===== config.mk =====
export PLATFORM = sky130hd
export DESIGN_NAME = rv32i_mc_ctrl
export DESIGN_NICKNAME = d
export VERILOG_FILES = /design/src/rtl/rv32i_mc_ctrl.sv
export SDC_FILE = /design/constraint.sdc
export NUM_CORES = 1
export LEC_CHECK = 0
export ABC_AREA = 0
export CORE_MARGIN = 2
export CORE_UTILIZATION = 42
export DETAILED_ROUTE_END_ITERATION = 10
export PLACE_DENSITY_LB_ADDON = 0.25
export SETUP_SLACK_MARGIN = 0.05
export SYNTH_ARGS = -nofsm -noshare
export SYNTH_HDL_FRONTEND = slang
export SYNTH_SLANG_ARGS = --single-unit

===== constraint.sdc =====
create_clock -name clk -period 1.82 [get_ports clk]
set_input_delay 0.182 -clock clk [delete_from_list [all_inputs] [get_ports clk]]
set_output_delay 0.182 -clock clk [all_outputs]
set_load 0.005 [all_outputs]

===== src/rtl/rv32i_mc_ctrl.sv =====
// Multi-cycle RV32I control FSM: sequences fetch, decode, execute, memory and
// writeback over a shared ALU and single memory port, and counts retired instructions.
module rv32i_mc_ctrl #(
    parameter logic [31:0] RESET_PC       = 32'h0000_0000,
    parameter bit          TRAP_ON_SYSTEM = 1'b1
) (
    input  logic        clk,
    input  logic        rst,
    input  logic [6:0]  opcode,
    input  logic [2:0]  funct3,
    input  logic        alu_branch,
    input  logic        mem_ready,
    output logic        mem_req,
    output logic        mem_we,
    output logic        mem_addr_sel,
    output logic        ir_we,
    output logic        pc_we,
    output logic [1:0]  pc_src,
    output logic [1:0]  alu_a_sel,
    output logic [1:0]  alu_b_sel,
    output logic        alu_sub,
    output logic        aluout_we,
    output logic        rf_we,
    output logic        wb_sel,
    output logic        trap,
    output logic [31:0] instret,
    output logic [31:0] pc_init
);

    typedef enum logic [2:0] {
        S_FETCH  = 3'd0,
        S_DECODE = 3'd1,
        S_EXEC   = 3'd2,
        S_MEM    = 3'd3,
        S_WB     = 3'd4,
        S_TRAP   = 3'd5
    } state_t;

    typedef enum logic [3:0] {
        C_NOP, C_LOAD, C_STORE, C_BRANCH, C_JALR, C_JAL,
        C_OPIMM, C_OP, C_AUIPC, C_LUI
    } class_t;

    state_t      state, state_nxt;
    class_t      cls, dec_cls;
    logic        dec_illegal;
    logic        taken;
    logic        retire;
    logic [1:0]  exec_a, exec_b;

    assign pc_init = RESET_PC;

    // Instruction class from the latched IR; funct3 screens out reserved encodings.
    always_comb begin
        dec_cls     = C_NOP;
        dec_illegal = 1'b0;
        if (opcode[1:0] != 2'b11) begin
            dec_illegal = 1'b1;
        end else begin
            case (opcode[6:2])
                5'b00000: begin
                    dec_cls     = C_LOAD;
                    dec_illegal = (funct3 == 3'b011) || (funct3[2:1] == 2'b11);
                end
                5'b01000: begin
                    dec_cls     = C_STORE;
                    dec_illegal = funct3[2] || (funct3[1:0] == 2'b11);
                end
                5'b11000: begin
                    dec_cls     = C_BRANCH;
                    dec_illegal = (funct3[2:1] == 2'b01);
                end
                5'b11001: begin
                    dec_cls     = C_JALR;
                    dec_illegal = (funct3 != 3'b000);
                end
                5'b11011: dec_cls = C_JAL;
                5'b00100: dec_cls = C_OPIMM;
                5'b01100: dec_cls = C_OP;
                5'b00101: dec_cls = C_AUIPC;
                5'b01101: dec_cls = C_LUI;
                5'b00011: dec_cls = C_NOP;
                5'b11100: dec_illegal = TRAP_ON_SYSTEM;
                default:  dec_illegal = 1'b1;
            endcase
        end
    end

    // Execute-stage operand selection; writeback re-drives the same pair for ALU results.
    always_comb begin
        exec_a = 2'd0;
        exec_b = 2'd1;
        case (cls)
            C_JAL, C_AUIPC: exec_a = 2'd1;
            C_LUI:          exec_a = 2'd2;
            C_OP, C_BRANCH: exec_b = 2'd0;
            default:        ;
        endcase
    end

    always_ff @(posedge clk or posedge rst) begin
        if (rst) begin
            state   <= S_FETCH;
            cls     <= C_NOP;
            taken   <= 1'b0;
            instret <= 32'd0;
        end else begin
            state <= state_nxt;
            if (state == S_DECODE)
                cls <= dec_cls;
            if (state == S_EXEC)
                taken <= alu_branch;
            if (retire)
                instret <= instret + 32'd1;
        end
    end

    always_comb begin
        state_nxt    = state;
        retire       = 1'b0;
        mem_req      = 1'b0;
        mem_we       = 1'b0;
        mem_addr_sel = 1'b0;
        ir_we        = 1'b0;
        pc_we        = 1'b0;
        pc_src       = 2'd0;
        alu_a_sel    = 2'd0;
        alu_b_sel    = 2'd0;
        alu_sub      = 1'b0;
        aluout_we    = 1'b0;
        rf_we        = 1'b0;
        wb_sel       = 1'b0;
        trap         = 1'b0;
        case (state)
            S_FETCH: begin
                mem_req = 1'b1;
                if (mem_ready) begin
                    ir_we     = 1'b1;
                    state_nxt = S_DECODE;
                end
            end
            S_DECODE: begin
                if (dec_illegal)
                    state_nxt = S_TRAP;
                else if (dec_cls == C_NOP)
                    state_nxt = S_WB;
                else
                    state_nxt = S_EXEC;
            end
            S_EXEC: begin
                aluout_we = 1'b1;
                alu_a_sel = exec_a;
                alu_b_sel = exec_b;
                alu_sub   = (cls == C_BRANCH);
                state_nxt = (cls == C_LOAD || cls == C_STORE) ? S_MEM : S_WB;
            end
            S_MEM: begin
                mem_req      = 1'b1;
                mem_addr_sel = 1'b1;
                mem_we       = (cls == C_STORE);
                if (mem_ready) begin
                    if (cls == C_STORE) begin
                        pc_we     = 1'b1;
                        retire    = 1'b1;
                        state_nxt = S_FETCH;
                    end else begin
                        state_nxt = S_WB;
                    end
                end
            end
            S_WB: begin
                pc_we     = 1'b1;
                retire    = 1'b1;
                state_nxt = S_FETCH;
                case (cls)
                    C_LOAD: begin
                        rf_we  = 1'b1;
                        wb_sel = 1'b1;
                    end
                    C_OP, C_OPIMM, C_LUI, C_AUIPC: begin
                        rf_we     = 1'b1;
                        alu_a_sel = exec_a;
                        alu_b_sel = exec_b;
                    end
                    C_JAL, C_JALR: begin
                        rf_we     = 1'b1;
                        alu_a_sel = 2'd1;
                        alu_b_sel = 2'd2;
                        pc_src    = 2'd1;
                    end
                    C_BRANCH: begin
                        if (taken) begin
                            alu_a_sel = 2'd1;
                            alu_b_sel = 2'd1;
                            pc_src    = 2'd2;
                        end
                    end
                    default: ;
                endcase
            end
            S_TRAP: begin
                trap = 1'b1;
            end
            default: state_nxt = S_TRAP;
        endcase
        // Reset silences every strobe at once, including an in-flight memory request.
        if (rst) begin
            retire       = 1'b0;
            mem_req      = 1'b0;
            mem_we       = 1'b0;
            mem_addr_sel = 1'b0;
            ir_we        = 1'b0;
            pc_we        = 1'b0;
            pc_src       = 2'd0;
            alu_a_sel    = 2'd0;
            alu_b_sel    = 2'd0;
            alu_sub      = 1'b0;
            aluout_we    = 1'b0;
            rf_we        = 1'b0;
            wb_sel       = 1'b0;
            trap         = 1'b0;
        end
    end

endmodule

==> impl_metrics.toml, run 1 <==
[routing]
antenna_left = 0
wl_met3_um = 460
wl_um = 8953
highest_layer = "met4"
route.met2.wl_um = 4583
wl_met1_um = 3771
drc_errors = 0
drtIter0Drc = 168
drt-pass1-iter-count = 4
avgRoutedWirePerCell_um = 17.35
vias = 2778
vias_per_cell = 5.384

[die]
die_y_um = 85.69
row_count = 29
dieWidth_um = 85.69
ios = 94
dieArea_um2 = 7343
start_util_pct = 43.89
core_region_area_um2 = 6386

[synthesis]
async_flop_share_pct = 100.0
synth_area_um2 = 2803
yosys_most_used_dff = "dfrtp_1"
synthMuxAreaShare_pct = 0.4018
yosysSeqAreaShare_pct = 35.71
avgSynthCellArea_um2 = 9.374
synthCells = 299
synth_cell_types = 54
ys_ff_latch = 40
synthAdderAreaFrac_pct = 0.4464
synth_edf_count = 0
synth-simple-area-share_pct = 30.67
synth_top_family_by_area = "simple AND/OR/NAND/NOR gates"
ys_warn_count = 0
synth_xor_area_share_pct = 10.31
synth_compound_area_share_pct = 9.643

[clock_network]
clock-sinks = 40
cts_tree = "done"
cts_buffers = 5
cts_hold_buffers = 0
clk-insertion-delay-late_ns = 0.30
htreeDepth = 2
clk_pin_slew_ns = 0.09
cts_buffer_depth = 2
root_buffer = "clkbuf_8"

[global_route]
grt_max_degree = 26
grt_pass1_vias = 2703
grt_pass1_wl_um = 13210
antenna_found_initial = 0
overflow = 0
grt_usage_pct = 22.40

[critical_path]
cp_common_cell = "buf_6"
cp_slowest_cell = "dfrtp_1"
worstPathArrival_ns = 2.25
r2r-start = "cls[0]$_DFFE_PP0N_"
required_ns = 2.05
critPathMaxFanout = 7
crit_buf_inv = 5
start_kind = "flip-flop"
cpLargestDelayFamily = "buffers and inverters"
ff2ff_path_depth = 9
critical_path_class = "reg2reg"
end_kind = "flip-flop"
slowest_delay_ns = 0.43
path_cells = "buf_6 > nor4b_4 > buf_4 > buf_6 > a32oi_4 > clkbuf_16 > buf_6 > nor4b_4 > xor2_1"
rrSetupSlack_ns = -0.19
rr_endpoint = "instret[19]$_DFFE_PP0P_"

[sta]
drv_slew = 0
hold_viol_final = 0
post-route-period-util_pct = 110.7
finalSetupViolCount = 32
max_freq_ghz = 0.4965
tns_ns = -3.350
finClkSkew_ns = 0.01113
final.setup.worst_slack_ns = -0.1940
period_needed_ns = 2.014
rsz0062_at_grt = "yes"

[place]
dp_slack_ns = -0.2836
dp_hpwl_um = 5042
dp.cells = 476
portBuffers = 61
gp_congestion = 0.8739

[layout]
area_delta_synth_final_pct = 68.39
fin_cells = 516
final_nets = 453
drive_above_1_share_pct = 42.14
antenna_cells = 0

[power]
ir_drop_uv = 390.0
power.total_mw = 2.492
powerDensity_nw_per_um2 = 528.1
leakagePower_nw = 2.504

[outcome]
violations = "setup timing"
status = "finished with violations"

[worst_hold_path]
min_path_type = "in2async"

[flow_run]
drv_cap = 0
stage by stage:
| stage | util (%) | instance area [µm²] | hold slack [ns] |
|---|---|---|---|
| CTS | 69.32 | 4427 | 0.2863 |
| floorplan | - | 2923 | 0.1706 |
| global placement | 58.58 | 3741 | 0.4621 |
| global route | 73.90 | 4720 | 0.3095 |
| finish | 73.90 | 4720 | 0.2880 |
| detailed placement | 58.58 | 3741 | 0.4634 |
worst max path at each step:
| stage | from | to | slack, ns | depth (start not counted) |
|---|---|---|---|---|
| after floorplan | cls[0]$_DFFE_PP0N_ | instret[31]$_DFFE_PP0P_ | 0.06 | 6 |
| after global placement | cls[3]$_DFFE_PP0N_ | alu_a_sel[0] | -0.26 | 5 |
| after detailed placement | opcode[5] | state[1]$_DFFE_PP0P_ | -0.28 | 5 |
| after CTS | cls[0]$_DFFE_PP0N_ | alu_a_sel[0] | -0.19 | 4 |
| after global routing | cls[0]$_DFFE_PP0N_ | instret[19]$_DFFE_PP0P_ | -0.22 | 9 |
| final | cls[0]$_DFFE_PP0N_ | instret[19]$_DFFE_PP0P_ | -0.19 | 9 |
cell usage after synthesis, drive strengths merged, types with 3 or more instances:
master  count  area [µm²]
xor2       28       245.2
nand3      11       55.05
and2        5       31.28
clkbuf      9       33.78
nor3       12       60.06
nor2b       5       31.28
a21oi       7       35.03
o21ai      10       50.05
dfrtp      40        1001
nor4       12       137.6
nand4       5       31.28
a31oi       5       31.28
and4        5       43.79
nand2      21       78.83
nor3b       3       32.53
nor4b      10       115.1
and3        3       18.77
buf        39       287.8
nor2       15       56.30
xnor2       5       43.79
nand2b      9       56.30
inv         9       33.78
worst reg2reg max path, delay by kind of cell, from the launching register on:
kind	cells	cell delay, ns
AO/OA/AOI/OAI	1	0.14
XOR/XNOR	1	0.16
flip-flops	1	0.43
AND/OR/NAND/NOR	2	0.47
buffers and inverters	5	0.74
sequential cells by signal, summed over array words and instances (netlist names):
register and cells:
state 3, cls 4, taken 1, instret 32
power by group:
group          internal, mW  switching (mW)
sequential            0.928          0.0513
combinational         0.408           0.355
clock                 0.406           0.344
cell usage in the layout, fill, tap and decap left out, types with 4 or more instances in the layout:
master and instances:
buf_4 58, clkdlybuf4s50_1 42, dfrtp_1 37, conb_1 32
xor2_1 28, buf_6 25, nand2_1 19, nor4_4 10
buf_2 10, nor4b_4 9, nand3_1 9, nor2_1 9
inv_1 7, o21ai_0 7, nor3_4 7, nand2b_1 6
and4_1 5, nand4_1 5, xnor2_1 5, a21oi_1 5
clkbuf_8 5, and2_1 4, nor2_4 4, nor3_2 4
layout make-up:
class                           instances  area, µm²
Clock buffer                            5      68.82
Clock inverter                          3      42.54
Fill cell                             406       1667
Inverter                                9      37.54
Multi-Input combinational cell        233       2082
Sequential cell                        40       1005
Tap cell                               77      96.34
Timing Repair Buffer                  149       1388
metal layers:
metal  vias up  global-route usage [%]
li1       1280                       -
met2       103                   39.56
met4         0                   6.061
met5         -                       0
met3        15                   3.369
met1      1380                   28.59
kinds of logic (layout without fill, tap and decap cells):
kind of cell | count (synthesis) | in the layout
AO/OA/AOI/OAI | 37 | 37
XOR/XNOR | 33 | 33
adder cells (fa/ha/maj) | 1 | 1
buffers and inverters | 57 | 166
flip-flops | 40 | 40
multiplexers | 1 | 1
other | 1 | 32
AND/OR/NAND/NOR | 129 | 129
repair_timing:
action,CTS,global route
gates resized for setup,126,62
setup endpoints to repair,39,47
setup buffers,18,17
cloned,2,0
pin swaps,40,44
Power figures use the tool's default switching activity.
==> inputs of run 2 (changes only) <==
--- a/config.mk
+++ b/config.mk
@@ -6,11 +6,13 @@
 export NUM_CORES = 1
 export LEC_CHECK = 0
 export ABC_AREA = 0
+export ABC_CLOCK_PERIOD_IN_PS = 1820
 export CORE_MARGIN = 2
 export CORE_UTILIZATION = 42
 export DETAILED_ROUTE_END_ITERATION = 10
 export PLACE_DENSITY_LB_ADDON = 0.25
 export SETUP_SLACK_MARGIN = 0.05
+export SKIP_LAST_GASP = 1
 export SYNTH_ARGS = -nofsm -noshare
 export SYNTH_HDL_FRONTEND = slang
 export SYNTH_SLANG_ARGS = --single-unit
==> run 2 against run 1 <==
The run still ends with setup timing left. Power is 2.5% lower. Cell area is 2.2% lower. Global-route usage is 0.26 points lower. Die area stayed put. Clock power hardly changed. Combinational power is 8.4% lower. Worst setup slack worse by 0.017 ns. Count of clock-buffer cells in the layout stayed put. Cell count is 0.58% lower. First-iteration DRC count stayed put. Highest routed layer unchanged.
==> impl_metrics.toml, run 2 (same netlist as run 1, synthesis figures left out) <==
[outcome]
status = "finished with violations"
violations = "setup timing"

[power]
switching_share_pct = 30.37
p_seq_share_pct = 40.2
ir_drop_uv = 490.1
p_int_mw = 1.692
leakagePower_nw = 2.414
clkPwrFrac_pct = 31.0
power.total_mw = 2.430
p_sw_mw = 0.7379
power_frac_comb_pct = 28.8
powerDensity_nw_per_um2 = 526.5

[sta]
max_freq_ghz = 0.4924
finClkSkew_ns = 0.01685
hold_viol_final = 0
rsz0062_at_grt = "yes"
post-route-period-util_pct = 111.6
final.setup.worst_slack_ns = -0.2109
period_needed_ns = 2.031
drv_slew = 0
whs_ns = 0.3124
finalSetupViolCount = 36

[layout]
largestRegisters = "instret (32), cls (4), state (3)"
regMostFlops = "instret"
antenna_cells = 0
final_cell_mix = "buf_4 (60), clkdlybuf4s50_1 (43), dfrtp_1 (38)"
largest_reg_flops = 32
final_nets = 450
area_delta_synth_final_pct = 64.69
final_core_util_pct = 72.28
drive_above_1_share_pct = 40.37
final_common_cell = "buf_4"

[clock_network]
clock-sinks = 40
clk-insertion-delay-late_ns = 0.30
htreeDepth = 2
cts_tree = "done"
cts_hold_buffers = 0
root_buffer = "clkbuf_8"
clk_pin_slew_ns = 0.09
cts_buffer_depth = 2
cts_buffers = 5

[critical_path]
worstPathArrival_ns = 2.24
critPathMaxFanout = 6
required_ns = 2.03
start_kind = "flip-flop"
end_kind = "flip-flop"
critical_path_class = "reg2reg"

[place]
dp_slack_ns = -0.2836
dp_hpwl_um = 5042
portBuffers = 61
gp_congestion = 0.8739

[global_route]
antenna_found_initial = 0
grt_pass1_wl_um = 13020
grt_max_degree = 26
grt_pass1_vias = 2676
overflow = 0
grt_usage_pct = 22.13

[routing]
drtIter0Drc = 168
vias_per_cell = 5.376
drc_errors = 0
avgRoutedWirePerCell_um = 17.35
wl_um = 8903
antenna_left = 0
drt-pass1-iter-count = 4
vias = 2758

[die]
row_count = 29
start_util_pct = 43.89
ios = 94
dieWidth_um = 85.69
core_region_area_um2 = 6386
dieArea_um2 = 7343
die_y_um = 85.69

[worst_hold_path]
min_path_type = "in2async"

[flow_run]
drv_cap = 0
[run 2: what timing repair did]
action	CTS	global route
pin swaps	37	42
endpoints found under the hold margin	0	0
gates cloned	2	1
setup endpoints to repair	39	48
gates resized for setup	99	62
buffers inserted	18	15
[run 2: per-layer routing]
metal,GRT usage [%],vias to the layer above,part of all wire (%)
met5,0,-,0
met4,5.195,0,1.1
met3,4.042,10,4.5
met2,38.85,91,52
met1,28.34,1387,43
li1,-,1270,-
[run 2: final cells by class]
class	instances	area, µm²
inverters	9	37.54
clock buffers	5	68.82
flip-flops and latches	40	1003
well taps	77	96.34
multi-input cells	233	2038
repair buffers	146	1329
clock inverters	3	42.54
fillers	432	1770
[run 2: through the flow]
step | std cells | cell area, µm² | TNS (ns)
2_1_floorplan | 330 | 2923 | 0
3_3_place_gp | 476 | 3741 | -4.811
3_5_place_dp | 476 | 3741 | -5.614
4_1_cts | 503 | 4365 | -3.210
5_1_grt | 513 | 4616 | -6.815
6_report | 513 | 4616 | -4.152
[run 2: path summary, 6_finish.rpt]
path	depth (start not counted)	startpoint	slack, ns	endpoint
max in group asynchronous	5	rst	1.05	state[0]$_DFFE_PP0P_
min reg2reg	1	instret[31]$_DFFE_PP0P_	0.47	instret[31]$_DFFE_PP0P_
min in group clk	4	opcode[2]	0.33	cls[3]$_DFFE_PP0N_
max	8	cls[3]$_DFFE_PP0N_	-0.21	instret[25]$_DFFE_PP0P_
min	4	rst	0.31	instret[4]$_DFFE_PP0P_
max reg2reg	8	cls[3]$_DFFE_PP0N_	-0.21	instret[25]$_DFFE_PP0P_
[run 2: worst max-delay path, stage by stage, from the launching register on]
cell	delay [ns]
dfrtp_1	0.43
buf_6	0.15
nor4b_4	0.26
buf_4	0.16
buf_6	0.09
a32oi_4	0.15
clkbuf_16	0.22
nor3_2	0.24
xor2_1	0.23
[run 2: power by group through the flow]
stage                     sequential, mW  clock, mW  combinational, mW
after floorplan                    0.982          0              0.317
after global placement             0.982          0              0.520
after detailed placement           0.982          0              0.526
after CTS                          0.967      0.741              0.648
after global routing               0.984      0.805              0.756
final                              0.978      0.753              0.699
